**config.mk**
```make
export PLATFORM = sky130hd
export DESIGN_NAME = taus_urng_mc
export DESIGN_NICKNAME = d
export VERILOG_FILES = /design/src/rtl/taus_urng_mc.sv
export SDC_FILE = /design/constraint.sdc
export NUM_CORES = 2
export LEC_CHECK = 0
export CAP_MARGIN = 30
export CORE_MARGIN = 2
export CORE_UTILIZATION = 25
export DETAILED_ROUTE_END_ITERATION = 16
export HOLD_SLACK_MARGIN = 0.06
export PLACE_DENSITY = 0.38
export SKIP_LAST_GASP = 1
export SYNTH_ARGS = -nofsm -noshare
export SYNTH_HDL_FRONTEND = slang
export SYNTH_SLANG_ARGS = --single-unit
export TNS_END_PERCENT = 5
```
**constraint.sdc**
```tcl
create_clock -name clk -period 54.9 [get_ports clk]
set_clock_uncertainty 0.15 [all_clocks]
set_input_delay 16.47 -clock clk [delete_from_list [all_inputs] [get_ports clk]]
set_output_delay 16.47 -clock clk [all_outputs]
set_load 0.01 [all_outputs]
```
**src/rtl/taus_urng_mc.sv**
```systemverilog
// rtl/taus_urng_mc.sv - multi-channel taus88 uniform RNG with warm-up, pause and valid/ready output
// Optional TAUS_SEED_FIX_EN: sanitise written seeds so no component is degenerate.
module taus_urng_mc #(
  parameter int unsigned NCH         = 4,
  parameter logic [31:0] SEED1       = 32'h1234_5678,
  parameter logic [31:0] SEED2       = 32'h9ABC_DEF0,
  parameter logic [31:0] SEED3       = 32'h0FED_CBA9,
  parameter logic [31:0] SEED_STRIDE = 32'h9E37_79B9,
  parameter int unsigned WARMUP      = 16,
  localparam int unsigned CW         = (NCH > 1) ? $clog2(NCH) : 1
) (
  input  logic              clk,
  input  logic              rst,
  input  logic              en,
  input  logic              seed_we,
  input  logic [CW-1:0]     seed_ch,
  input  logic [1:0]        seed_sel,
  input  logic [31:0]       seed_data,
  output logic              busy,
  output logic              out_valid,
  input  logic              out_ready,
  output logic [32*NCH-1:0] out_data
);

  typedef enum logic [1:0] {IDLE, WARM, RUN} state_t;

  state_t                  state_q;
  logic [NCH-1:0][31:0]    s1_q, s2_q, s3_q;
  logic [NCH-1:0][31:0]    n1_d, n2_d, n3_d;
  logic [32*NCH-1:0]       word_d;
  logic [32*NCH-1:0]       out_data_q;
  logic                    out_valid_q;
  logic                    need_warm_q;
  logic [31:0]             cnt_q;
  logic [31:0]             seed_val;
  logic                    seed_hon;
  logic                    step_en;

  function automatic logic [31:0] step1(input logic [31:0] s);
    return ((s & 32'hFFFF_FFFE) << 12) ^ (((s << 13) ^ s) >> 19);
  endfunction

  function automatic logic [31:0] step2(input logic [31:0] s);
    return ((s & 32'hFFFF_FFF8) << 4) ^ (((s << 2) ^ s) >> 25);
  endfunction

  function automatic logic [31:0] step3(input logic [31:0] s);
    return ((s & 32'hFFFF_FFF0) << 17) ^ (((s << 3) ^ s) >> 11);
  endfunction

  always_comb begin
    n1_d   = s1_q;
    n2_d   = s2_q;
    n3_d   = s3_q;
    word_d = '0;
    for (int c = 0; c < int'(NCH); c++) begin
      n1_d[c] = step1(s1_q[c]);
      n2_d[c] = step2(s2_q[c]);
      n3_d[c] = step3(s3_q[c]);
      word_d[32*c +: 32] = n1_d[c] ^ n2_d[c] ^ n3_d[c];
    end
  end

  always_comb begin
    seed_val = seed_data;
`ifdef TAUS_SEED_FIX_EN
    case (seed_sel)
      2'd0:    if (seed_data < 32'd2)  seed_val = seed_data | 32'd2;
      2'd1:    if (seed_data < 32'd8)  seed_val = seed_data | 32'd8;
      2'd2:    if (seed_data < 32'd16) seed_val = seed_data | 32'd16;
      default: seed_val = seed_data;
    endcase
`endif
  end

  assign seed_hon = seed_we && (state_q == IDLE) && (seed_sel != 2'd3) && (32'(seed_ch) < NCH);
  assign step_en  = en && ((state_q == WARM) || ((state_q == RUN) && (!out_valid_q || out_ready)));

  always_ff @(posedge clk or posedge rst) begin
    if (rst) begin
      state_q     <= IDLE;
      out_valid_q <= 1'b0;
      out_data_q  <= '0;
      need_warm_q <= 1'b1;
      cnt_q       <= '0;
      for (int c = 0; c < int'(NCH); c++) begin
        s1_q[c] <= SEED1 + 32'(c) * SEED_STRIDE;
        s2_q[c] <= SEED2 + 32'(c) * SEED_STRIDE;
        s3_q[c] <= SEED3 + 32'(c) * SEED_STRIDE;
      end
    end else begin
      if (out_valid_q && out_ready) out_valid_q <= 1'b0;

      // Seed writes land before the FSM so a same-cycle IDLE exit sees need_warm set.
      if (seed_hon) begin
        case (seed_sel)
          2'd0:    s1_q[seed_ch] <= seed_val;
          2'd1:    s2_q[seed_ch] <= seed_val;
          2'd2:    s3_q[seed_ch] <= seed_val;
          default: ;
        endcase
        need_warm_q <= 1'b1;
        out_valid_q <= 1'b0;
        cnt_q       <= '0;
      end

      if (step_en) begin
        s1_q <= n1_d;
        s2_q <= n2_d;
        s3_q <= n3_d;
      end

      if (!en) begin
        state_q <= IDLE;
      end else begin
        case (state_q)
          IDLE: begin
            cnt_q <= '0;
            if ((need_warm_q || seed_hon) && (WARMUP > 0)) begin
              state_q <= WARM;
            end else begin
              state_q     <= RUN;
              need_warm_q <= 1'b0;
            end
          end
          WARM: begin
            if (cnt_q == WARMUP - 1) begin
              state_q     <= RUN;
              need_warm_q <= 1'b0;
            end else begin
              cnt_q <= cnt_q + 32'd1;
            end
          end
          RUN: begin
            if (step_en) begin
              out_data_q  <= word_d;
              out_valid_q <= 1'b1;
            end
          end
          default: state_q <= IDLE;
        endcase
      end
    end
  end

  assign busy      = (state_q == WARM);
  assign out_valid = out_valid_q;
  assign out_data  = out_data_q;

endmodule

```
==> implementation parameters <==
Parameter                              Value

Run status
  Run status ... finished, final reports clean

Clock tree
  Total number of H-tree levels ... 3
  Hold-fix buffers, CTS ... 0
  CTS Buffer Depth ... 3
  Buffer cell driving the clock tree root ... clkbuf_16
  CTS Buf Count ... 67
  Worst-Skew Late Latency ... about 620 ps
  Sink Count ... 516
  Clock edge transition at the registers on the reported setup and hold paths ... 60 ps
  PostCTS Resize Cnt ... 0
  Post CTS Setup Buffer Count ... 0
  CTS tree ... built

Synth
  Synth cell types ... 54
  Net count after synthesis ... 2564
  Primary flip-flop cell chosen by synthesis mapping ... dfrtp_1
  Synthesized instance count ... around 2500
  Ys async rst share ... 1.00
  Yosys warnings ... 0
  Register area share after synthesis ... 0.490
  Total standard cell area after synthesis ... 0.0268 sq mm
  Synthesis-stage register bit count ... 516
  Average footprint of a synthesized cell ... roughly 11 sq um
  Post-synth top area cell ... dfrtp_1
  Post-synth EDFFs ... 0
  Cell types with the largest area share after synthesis ... dfrtp_1 31%, dfstp_2 18%, mux2i_1 17%
  Synth top area share ... 0.311

Floorplan
  Area of the core region ... 0.107 sq mm
  Die outline height ... 332 um
  Site Rows ... 120
  Initial Util ... 0.251
  Io pins ... roughly 170
  Die Outline Area ... 0.110 sq mm
  Floorplan die width ... 332 um

Routing
  Per-cell routed wire length ... 23.2 um
  Count of routing violations after the opening detailed-route iteration ... 1278
  Remaining number of nets flagged by the antenna check after routing ... 0
  Vias per std cell ... 4.55
  Detailed-router iteration count before antenna repair ... 5
  Total number of vias ... 18500
  Total wire length after detailed routing ... 94.5 mm
  DRC violation count after routing ... 0

STA
  PnR worst setup slack ... 35110 ps
  Setup repair after global routing missed its margin ... no
  Crit share post-route ... 0.360
  Rel. slew slack ... 0.242
  Final hold slack ... 325 ps
  Final critical delay including setup and external delays ... 19790 ps
  Slew @ Worst Pin ... 1140 ps
  Final-layout setup total negative slack ... 0 ps
  Total of endpoints with negative setup slack in the final report ... 0
  Fin. max-slew vios ... 0
  Timing-limited maximum frequency ... 50.5 MHz
  Final hold violation count ... 0

Pwr
  Design Power ... 2.03 mW
  Static leakage ... 13.9 nW
  Power per Cell Area ... 63.1 mW/mm^2
  Maximum ir drop on the vdd rail ... 0.0226 mV

Worst setup path
  Largest stage delay on the critical path ... 800 ps
  Crit path top cell by count ... buf_4
  Data arrival time of the critical path ... roughly 20000 ps
  Type of element launching the critical path ... input pin
  Startpoint of the worst register-to-register path ... state_q[0]
  Number of cells on the worst reg-to-reg path ... 8
  Minimum setup slack among reg-to-reg paths ... 50960 ps
  Reg-to-Reg End ... s1_q[79]
  Cells traversed along the worst timing path ... clkdlybuf4s50_1 > nor2b_1 > nor3b_1 > o21ai_4 > buf_12 > buf_4 > buf_16 > buf_4 > nor2_1 > a21oi_1
  Worst Setup End Kind ... flip-flop
  Category of the most critical setup path ... in2reg
  Buffers & Inverters on Critical Path ... 5
  Slowest cell on crit path ... buf_4
  Worst EP required ... 55290 ps
  CP max FO ... 205
  Category of cells accounting for the largest share of critical-path delay ... buffers and inverters

GRT
  Vias in the first global route ... 19300
  First-pass GRT wire length ... 138 mm
  Antenna violations before repair ... 7
  Pin count of the biggest net entering global routing ... 206
  Overflow after GRT ... 0
  Gr usage total ... 0.170

Finish
  Ratio of cells with drive above 1 in the final layout ... 0.143
  # nets final ... 2660
  Final core area utilization ... 0.302
  Leading cell type in the layout, fill and taps excluded ... mux2i_1
  P&R area growth vs syn ... 20.2%
  Total of fill cells in the finished design ... 11000
  Commonest non-fill, non-tap cells in the layout ... 469 x mux2i_1, 343 x xnor2_1, 334 x dfrtp_1, 249 x nor2_1, 240 x a21oi_1

Job
  Number of maximum-capacitance constraint violations ... 0

Place
  HPWL after detailed placement ... approximately 64 mm
  Setup slack at placement ... approximately 34000 ps
  Number of buffer cells added on primary ports ... 169
  Placer's final routability congestion estimate ... 0.770

Worst hold path
  Sink of the worst hold path ... out_data[8]
  Classification of the worst-slack hold path ... reg2reg
  WHS Path Cells ... 2
  Hold_sp ... out_data[8]
-- power breakdown --
group          internal, mW  switching (mW)  total, mW  leakage [nW]
logic                 0.393           0.452      0.844          6.88
clock network         0.252           0.180      0.432          1.05
registers             0.573           0.184      0.757          6.00
-- kinds of logic after synthesis --
group                      after synthesis  synth area share
and+or+nand+nor                        469            0.0739
xor gates and xnor gates               424             0.138
muxes                                  478             0.179
DFF                                    516             0.490
adders and majority gates                1          0.000466
AOI/OAI and AO/OA                      431            0.0863
buffers and inverters                  203            0.0327
-- routing by layer --
metal,global-route usage,wire length [um],vias up
li1,-,-,8776
met2,0.279,44700,314
met5,0,13,-
met3,0.0232,3230,103
met1,0.234,44600,9341
met4,0.0456,1950,2
-- registers in the layout, indices dropped and copies added (netlist names) --
name and flops:
out_data 128, cnt_q 32, s3_q 112, need_warm_q 1, out_valid 1, state_q 2
s1_q 124, s2_q 116
-- worst max path at each step --
stage                    from            to  slack (ps)  depth (start not counted)
floorplan                 rst      cnt_q[0]       24170                          1
global placement    out_ready      s1_q[79]       34250                          9
detailed placement        rst  out_data[47]       34400                          5
CTS                       rst  out_data[47]       35070                          5
global route        out_ready      s1_q[79]       34830                         10
finish              out_ready      s1_q[79]       35110                         10
-- worst register-to-register path, cell delays in order (launching register included) --
cell and delay (ps):
dfrtp_1 460, nor2b_1 280, o21ai_4 240, buf_12 530, buf_4 720, buf_16 330
buf_4 820, nor2_1 180, a21oi_1 170
-- Yosys cell counts, types with 3 or more instances --
| library cell | instances |
|---|---|
| a21oi_2 | 7 |
| buf_1 | 13 |
| xor2_1 | 81 |
| buf_6 | 8 |
| dfstp_2 | 182 |
| and3_1 | 3 |
| and4_1 | 3 |
| inv_1 | 3 |
| buf_2 | 24 |
| nor2_1 | 249 |
| nand3_1 | 18 |
| a21oi_1 | 240 |
| mux2i_1 | 469 |
| nor2b_1 | 6 |
| clkbuf_1 | 148 |
| dfrtp_1 | 334 |
| a41oi_1 | 6 |
| a31oi_1 | 11 |
| nand2_1 | 144 |
| nor4_1 | 7 |
| buf_4 | 7 |
| o21ai_0 | 135 |
| xnor2_1 | 343 |
| or4_1 | 3 |
| nor3_1 | 9 |
| nand2_2 | 3 |
| nand4_1 | 6 |
| mux2_2 | 9 |
| nor3b_1 | 3 |
| o31ai_1 | 6 |
| a21o_1 | 9 |
| a22o_1 | 5 |
-- per-stage QoR --
step | cells | cell area, sq um
final | 4073 | 32200
after global routing | 4071 | 32200
after CTS | 4066 | 32100
after detailed placement | 3948 | 30000
after global placement | 3936 | 29800
after floorplan | 2522 | 26800
-- area by class of cell --
cell class,instances,area [sq um],share of cell area
Sequential cell,516,13100,0.407
Multi-Input combinational cell,1803,12900,0.399
Timing Repair Buffer,227,2350,0.0729
Clock buffer,98,1960,0.0609
Tap cell,1403,1760,0.0544
Clock inverter,20,141,0.00438
Inverter,3,18.8,0.000582
Antenna cell,3,7.51,0.000233
No activity file was read; power rests on OpenSTA's default activity.
